### src/rtl/divider_pkg.sv
// Shared types and constants for the sequential restoring divider.
// Latency: n/a (declarations only).
// Backpressure: n/a.
// Contents: state_t (IDLE/BUSY/DONE) and DIV_WIDTH, the default operand width.
package divider_pkg;

  localparam int DIV_WIDTH = 8;

  typedef enum logic [1:0] {
    IDLE = 2'd0,
    BUSY = 2'd1,
    DONE = 2'd2
  } state_t;

endpackage

### src/rtl/divider_step.sv
// One restoring division iteration: shift in a dividend bit, compare, subtract.
// Latency: purely combinational.
// Backpressure: none; the caller decides when to register the result.
// Ports: rem_in  - current partial remainder (WIDTH+1 bits)
//        next_bit - next dividend bit, MSB first
//        divisor  - unsigned divisor
//        rem_out  - updated partial remainder (WIDTH+1 bits)
//        q_bit    - quotient bit produced by this iteration
module divider_step
  import divider_pkg::*;
#(
  parameter int WIDTH = DIV_WIDTH
) (
  input  logic [WIDTH:0]   rem_in,
  input  logic             next_bit,
  input  logic [WIDTH-1:0] divisor,
  output logic [WIDTH:0]   rem_out,
  output logic             q_bit
);

  // One extra bit above the remainder width so the shifted value never wraps
  // before the comparison.
  logic [WIDTH+1:0] shifted;
  logic [WIDTH+1:0] dvs_ext;

  always_comb begin
    shifted = {rem_in, next_bit};
    dvs_ext = {2'b00, divisor};
    q_bit   = (shifted >= dvs_ext);
    // The partial remainder stays below the divisor, so the result always
    // fits back into WIDTH+1 bits.
    rem_out = q_bit ? (WIDTH+1)'(shifted - dvs_ext) : (WIDTH+1)'(shifted);
  end

endmodule

### src/rtl/divider.sv
// Unsigned sequential divider, one restoring iteration per cycle.
// Latency: WIDTH+1 edges from accept to out_valid (1 edge when divisor == 0).
// Backpressure: in_ready only in IDLE; result held in DONE until out_ready.
// Ports: clk, rst (sync, active-high); in_valid/in_ready with dividend and
//        divisor; out_valid/out_ready with quotient, remainder, div_by_zero.
module divider
  import divider_pkg::*;
#(
  parameter int WIDTH = DIV_WIDTH
) (
  input  logic             clk,
  input  logic             rst,
  input  logic             in_valid,
  output logic             in_ready,
  input  logic [WIDTH-1:0] dividend,
  input  logic [WIDTH-1:0] divisor,
  output logic             out_valid,
  input  logic             out_ready,
  output logic [WIDTH-1:0] quotient,
  output logic [WIDTH-1:0] remainder,
  output logic             div_by_zero
);

  localparam int CNT_W = $clog2(WIDTH + 1);

  state_t           state_q, state_d;
  logic [CNT_W-1:0] cnt_q,   cnt_d;
  logic [WIDTH:0]   rem_q,   rem_d;
  // Shared shift register: dividend bits leave at the top while quotient
  // bits enter at the bottom, so after WIDTH steps it holds the quotient.
  logic [WIDTH-1:0] dq_q,    dq_d;
  logic [WIDTH-1:0] dvs_q,   dvs_d;
  logic             dz_q,    dz_d;

  logic [WIDTH:0]   step_rem;
  logic             step_q;

  divider_step #(.WIDTH(WIDTH)) u_step (
    .rem_in   (rem_q),
    .next_bit (dq_q[WIDTH-1]),
    .divisor  (dvs_q),
    .rem_out  (step_rem),
    .q_bit    (step_q)
  );

  always_comb begin
    state_d = state_q;
    cnt_d   = cnt_q;
    rem_d   = rem_q;
    dq_d    = dq_q;
    dvs_d   = dvs_q;
    dz_d    = dz_q;

    case (state_q)
      IDLE: begin
        if (in_valid) begin
          dvs_d = divisor;
          if (divisor == '0) begin
            dz_d    = 1'b1;
            dq_d    = '1;
            rem_d   = {1'b0, dividend};
            cnt_d   = '0;
            state_d = DONE;
          end else begin
            dz_d    = 1'b0;
            dq_d    = dividend;
            rem_d   = '0;
            cnt_d   = CNT_W'(WIDTH);
            state_d = BUSY;
          end
        end
      end
      BUSY: begin
        rem_d = step_rem;
        dq_d  = WIDTH'({dq_q, step_q});
        cnt_d = cnt_q - CNT_W'(1);
        if (cnt_q == CNT_W'(1)) begin
          state_d = DONE;
        end
      end
      DONE: begin
        if (out_ready) begin
          state_d = IDLE;
        end
      end
      default: begin
        state_d = IDLE;
      end
    endcase
  end

  always_ff @(posedge clk) begin
    if (rst) begin
      state_q <= IDLE;
      cnt_q   <= '0;
      rem_q   <= '0;
      dq_q    <= '0;
      dvs_q   <= '0;
      dz_q    <= 1'b0;
    end else begin
      state_q <= state_d;
      cnt_q   <= cnt_d;
      rem_q   <= rem_d;
      dq_q    <= dq_d;
      dvs_q   <= dvs_d;
      dz_q    <= dz_d;
    end
  end

  assign in_ready    = (state_q == IDLE);
  assign out_valid   = (state_q == DONE);
  assign quotient    = dq_q;
  assign remainder   = rem_q[WIDTH-1:0];
  assign div_by_zero = dz_q;

endmodule
### config.mk
export PLATFORM = sky130hd
export DESIGN_NAME = divider
export DESIGN_NICKNAME = d
export VERILOG_FILES = /design/src/rtl/divider_pkg.sv /design/src/rtl/divider_step.sv /design/src/rtl/divider.sv
export SDC_FILE = /design/constraint.sdc
export NUM_CORES = 1
export LEC_CHECK = 0
export CAP_MARGIN = 20
export CORE_MARGIN = 2
export CORE_UTILIZATION = 40
export CTS_CLUSTER_SIZE = 16
export DETAILED_ROUTE_END_ITERATION = 8
export GPL_ROUTABILITY_DRIVEN = 0
export PLACE_DENSITY = 0.7
export SLEW_MARGIN = 5
export SYNTH_ARGS = -nofsm -noshare
export SYNTH_HDL_FRONTEND = slang
export SYNTH_SLANG_ARGS = --single-unit
### constraint.sdc
create_clock -name clk -period 2.7 [get_ports clk]
set_input_delay 0.54 -clock clk [delete_from_list [all_inputs] [get_ports clk]]
set_output_delay 0.54 -clock clk [all_outputs]
set_load 0.02 [all_outputs]
Yosys cells after proc, flatten, opt, wreduce, memory -nomap -nowiden
Cells that the tools add are included.
{"block": "word_totals", "word_cells": 37, "register_bits": 32, "output_inout_bits": 19, "inputBits": 20}
{"block": "op_classes", "eq_ne": 6, "reduce_logical": 6, "muxes": 16, "n_lt_le_gt_ge": 1, "addsub": 2}
{"operator": "two-way mux 8 bit", "n": 3}
{"operator": "two-way mux 9 bit", "n": 2}
{"operator": "one-hot mux 9 bit (2 select lines)", "n": 1}
{"operator": "one-hot mux 8 bit (2 select lines)", "n": 1}
{"operator": "greater-or-equal comparator 10 x 8 -> 1 bit", "n": 1}
{"operator": "subtractor 9 x 8 -> 9 bit", "n": 1}
{"operator": "logical NOT 8 bit", "n": 1}
{"operator": "two-way mux 2 bit", "n": 4}
{"operator": "two-way mux 4 bit", "n": 2}
{"operator": "one-hot mux 4 bit (2 select lines)", "n": 1}
{"operator": "one-hot mux 2 bit (3 select lines)", "n": 1}
{"operator": "equality test 4 x 1 -> 1 bit (second input constant)", "n": 1}
{"operator": "inequality test 2 bit (second input constant)", "n": 2}
{"operator": "AND reduction 2 bit", "n": 2}
{"operator": "subtractor 4 x 1 -> 4 bit (second input constant)", "n": 1}
{"operator": "AND reduction 3 bit", "n": 1}
{"operator": "equality test 2 x 1 -> 1 bit (second input constant)", "n": 1}
{"operator": "equality test 2 bit (second input constant)", "n": 1}
{"operator": "logical NOT 2 bit", "n": 1}
{"operator": "inequality test 2 x 1 -> 1 bit (second input constant)", "n": 1}
{"operator": "nonzero test 2 bit", "n": 1}
{"operator": "two-way mux 1 bit", "n": 1}

Depth between registers and ports, before layout
{"block": "depth", "ltp_word": 4, "ltp_mapped": 10, "depth_no_buf": 9}

Modules after synthesis
A second synthesis with hierarchy kept.
{"block": "hier_totals", "hier_cells": 249, "area_unflattened_um2": 1953.1}
{"mod": "divider", "seq_area_each_um2": 640.6, "cells_per_inst": 174, "instances": 1, "area_per_inst_um2": 1430.1}
{"mod": "divider_step", "seq_area_each_um2": 0.0, "cells_per_inst": 75, "instances": 1, "area_per_inst_um2": 523.0}

Least setup slack after synthesis
Ideal clock, no wire load.
{"block": "synth_timing", "path_kind": "reg-to-reg", "start": "register dq_q[7], in the netlist quotient[7]", "end": "register rem_q[3]", "setup_time_ns": 0.117, "path_stages_with_launch": 10, "required_time_ns": 2.583, "arrival_ns": 2.001, "path_slack_ns": 0.581, "period_less_slack_ns": 2.119, "n_path_buf": 1, "cell_sequence": "dfxtp_1 inv_1 ha_1 inv_1 fa_1 nand3_1 nand4b_4 a2111o_1 buf_2 a32o_1"}
{"block": "synth_via", "elab_chain_len": 3, "elab_cells_between_ends": 4, "classes_between": "add/sub: 1; order compare: 1; mux: 2"}
{"element": "start, declared", "line_no": "divider.sv:31", "source": "logic [WIDTH-1:0] dq_q, dq_d;"}
{"element": "start signal, assigned", "line_no": "divider.sv:104", "source": "dq_q <= dq_d;"}
{"element": "subtractor 9 x 8 -> 9 bit or greater-or-equal comparator 10 x 8 -> 1 bit (tied branches)", "line_no": "divider_step.sv:32, divider_step.sv:29"}
{"element": "two-way mux 9 bit (*)", "line_no": "divider_step.sv:32", "source": "rem_out = q_bit ? (WIDTH+1)'(shifted - dvs_ext) : (WIDTH+1)'(shifted);"}
{"element": "one-hot mux 9 bit (2 select lines) (*)", "line_no": "divider.sv:54", "source": "case (state_q)"}
{"element": "end signal, assigned", "line_no": "divider.sv:103", "source": "rem_q <= rem_d;"}
{"element": "end, declared", "line_no": "divider.sv:28", "source": "logic [WIDTH:0] rem_q, rem_d;"}
Every way passes the cells marked *; elsewhere a longest branch is shown, timed or not.
A chain may end at the register's enable or synchronous reset.

Final worst setup path
{"block": "layout_timing", "start": "register dq_q[7], in the netlist quotient[7]", "end": "register rem_q[6]"}
The elaborated chain is that of the path after synthesis.

==> results_dict.tcl <==
set metrics [dict create \
    status "finished, final reports clean" \
    synth.distinct_cells 47 \
    synth_top_area_frac 0.323 \
    yosys_most_used_dff "dfxtp_1" \
    hold_start "dvs_q[6]" \
    start_util 0.417 \
    ant_nets 0 \
    rsz0062_at_grt "no" \
    tightestPinTransition_ps 561 \
    synth_top_family_by_area "compound AO/OA/AOI/OAI gates" \
    cts_sinks 32 \
    pwr-share-comb 0.543 \
    min_period_over_period 0.886 \
    cts_resized 0 \
    crit_chain "inv_1 > ha_1 > inv_1 > fa_1 > nand3_1 > nand4b_4 > a2111oi_4 > a21oi_1 > a211oi_2" \
    clkTransAtPathRegs_ps 70 \
    synthXorXnorAreaFrac 0.0177 \
    core_um2 4750 \
    synth-compound-area-share 0.281 \
    grt.overflow.total 0 \
    final_nets 312 \
    ys_async_sr_fraction 0 \
    ctsHoldBuffers 0 \
    num_rows 25 \
    clockBufferDepth 2 \
    grt_max_degree 18 \
    root_buffer "clkbuf_8" \
    max_freq_mhz 418 \
    swShare 0.423 \
    dieArea_um2 5530 \
    drive_above_1_share 0.0887 \
    cts_setup_buffers 0 \
    final.setup_skew_ps 4.85 \
    synth_top_area_cell "dfxtp_1" \
    p_int_mw 1.45 \
    ff2ff_path_depth 9 \
    r2r_slack_ps 310 \
    cts_buffers 5 \
    worstSkewPairLatency_ps 290 \
    crit_fanout 8 \
    synthSimpleGateAreaFrac 0.208 \
    crit_path_start_kind "flop" \
    period_minus_slack_ps 2390 \
    whs_ps 456 \
    wl_per_cell_um 13.8 \
    port_buffers 38 \
    ys_seq_area_frac 0.323 \
    synthAdderAreaFrac 0.0733 \
    synth_mux_area_frac 0.00505 \
    dp_hpwl_um 3600 \
    end_kind "flop" \
    powerDensity_nw_per_um2 1010 \
    track_usage 0.192 \
    syn-mean-instance-area_um2 7.92 \
    slew_violations 0 \
    cts_tree "done" \
    drtIter0Drc 135 \
    h-tree-depth 2 \
    peakVddDrop_uv 403 \
    via_per_inst 5.44 \
    setup_viol 0 \
    arrival_ps 2600 \
    hold_viol_final 0 \
    clkPwrFrac 0.182 \
    synth-warning-count 0 \
    ys_ff_latch 32 \
    crit_required_ps 2910 \
    slowest_stage "a2111oi_4" \
    synth_fp_nets 281 \
    synthesis.instances 250 \
    cp_common_cell "inv_1" \
    diodes 0 \
    timing.rr.end "rem_q[6]" \
    num_vias 1900 \
    slew_headroom 0.625 \
    fin_total_pwr_mw 2.51 \
    p_leak_nw 0.939 \
    power_frac_seq 0.275 \
    hold_end "dvs_q[6]" \
    die_h_um 74.4 \
    grt_pass1_wl_um 8240 \
    cpPeakStageDelay_ps 600 \
    die_x_um 74.4 \
    wl_um 4820 \
    syn_to_final_growth_pct 26.0 \
    synth-edff-count 0 \
    synthTopCellsByArea "dfxtp_1 32%, a21oi_1 8.3%, ha_1 6.3%" \
    holdPathStages 2 \
    drc 0 \
    drtPass1Iterations 4 \
    syn_area_um2 1980 \
    grt_pass1_vias 1763 \
    fin_setup_tns_ps 0 \
    timing.rr.start "quotient[7]" \
    antenna_found_initial 0 \
    min-delay-path-class "flop to flop" \
    p_switching_mw 1.06 \
    drv_cap 0 \
    critPathKind "flop to flop" \
    io_pins 39 \
]
power groups by stage:
stage / clock, mW / sequential (mW) / combinational, mW
3_5_place_dp: 0 / 0.701 / 1.36
6_report: 0.457 / 0.691 / 1.36
3_3_place_gp: 0 / 0.699 / 1.35
4_1_cts: 0.462 / 0.690 / 1.37
5_1_grt: 0.486 / 0.707 / 1.52
2_1_floorplan: 0 / 0.690 / 1.02
metal layers:
| layer | share of wire | vias up | global-route usage | routed length [um] |
|---|---|---|---|---|
| met2 | 0.46 | 64 | 0.300 | 2210 |
| met5 | 0 | - | 0 | 0 |
| li1 | - | 959 | - | - |
| met1 | 0.47 | 868 | 0.260 | 2260 |
| met3 | 0.059 | 9 | 0.0461 | 284 |
| met4 | 0.014 | 0 | 0.0655 | 67 |
critical path, delay by kind of cell, from the launching register on:
| family | cells | cell delay (ps) |
|---|---|---|
| simple gates | 2 | 310 |
| fa+ha+maj | 2 | 560 |
| buf+inv | 2 | 130 |
| flops | 1 | 350 |
| compound gates | 3 | 970 |
final cells by class:
type                       count  area, um^2
fill                         486        2260
multi-input combinational    179        1160
sequential                    32         641
timing repair buffer          46         440
tap                           67        83.8
clock buffer                   6        72.6
inverter                      17        63.8
clock inverter                 2        35.0
cells in the mapped netlist (2+ instances only):
master      n
a211oi_1    3
a21o_1      2
a21oi_1    33
a31oi_1     6
and3_1      2
buf_4       9
clkbuf_1   12
dfxtp_1    32
ha_1       10
inv_1      17
nand2_1    32
nand2b_1    3
nand3_1    10
nand4_1     2
nor2_1     15
nor2b_1     3
nor3_1      4
o2111ai_1   2
o211ai_1    3
o21a_1      2
o21ai_0    10
o221ai_1    8
or3_1       3
or4_4       2
xnor2_1     3
cell usage in the layout, fill, tap and decap left out, types with 2 or more instances in the layout:
cell type / count
or3_1: 3
a21oi_1: 33
o21a_1: 2
dfxtp_1: 32
buf_4: 8
o21ai_0: 10
o211ai_1: 3
ha_1: 10
nand2b_1: 3
nor3_1: 4
clkbuf_8: 5
nand2_1: 32
nand3_1: 10
xnor2_1: 3
o2111ai_1: 2
inv_1: 17
or4_4: 2
a21o_1: 2
a31oi_1: 6
and3_1: 2
o221ai_1: 8
clkdlybuf4s50_1: 38
a211oi_1: 3
nor2b_1: 3
nor2_1: 15
nand4_1: 2
how the worst max path moves through the flow:
stage / startpoint / end / slack, ps / cells past startpoint
after CTS: quotient[7] / rem_q[6] / 310 / 9
after global routing: quotient[7] / rem_q[6] / 100 / 9
after global placement: divisor[4] / rem_q[5] / 300 / 6
after detailed placement: divisor[4] / rem_q[5] / 250 / 6
after floorplan: quotient[7] / rem_q[3] / 580 / 9
final: quotient[7] / rem_q[6] / 310 / 9
stage by stage:
| step | instance area [um^2] | utilization | instances | worst slack (ps) |
|---|---|---|---|---|
| floorplan | 1980 | - | 250 | 581 |
| global placement | 2390 | 0.502 | 341 | 296 |
| detailed placement | 2390 | 0.502 | 341 | 255 |
| CTS | 2490 | 0.525 | 349 | 314 |
| global route | 2490 | 0.525 | 349 | 104 |
| finish | 2490 | 0.525 | 349 | 307 |
sequential cells by signal, indices dropped and copies added (netlist names):
name         count
cnt_q            4
div_by_zero      1
dvs_q            8
quotient         8
rem_q            9
state_q          2
logic make-up (layout without fill, tap and decap cells):
family,count (synthesis),count (layout)
and+or+nand+nor,81,81
buffers and inverters,39,71
DFF,32,32
AOI/OAI and AO/OA,82,82
adders and majority gates,11,11
muxes,1,1
xor gates and xnor gates,4,4
Power figures use the tool's default switching activity.
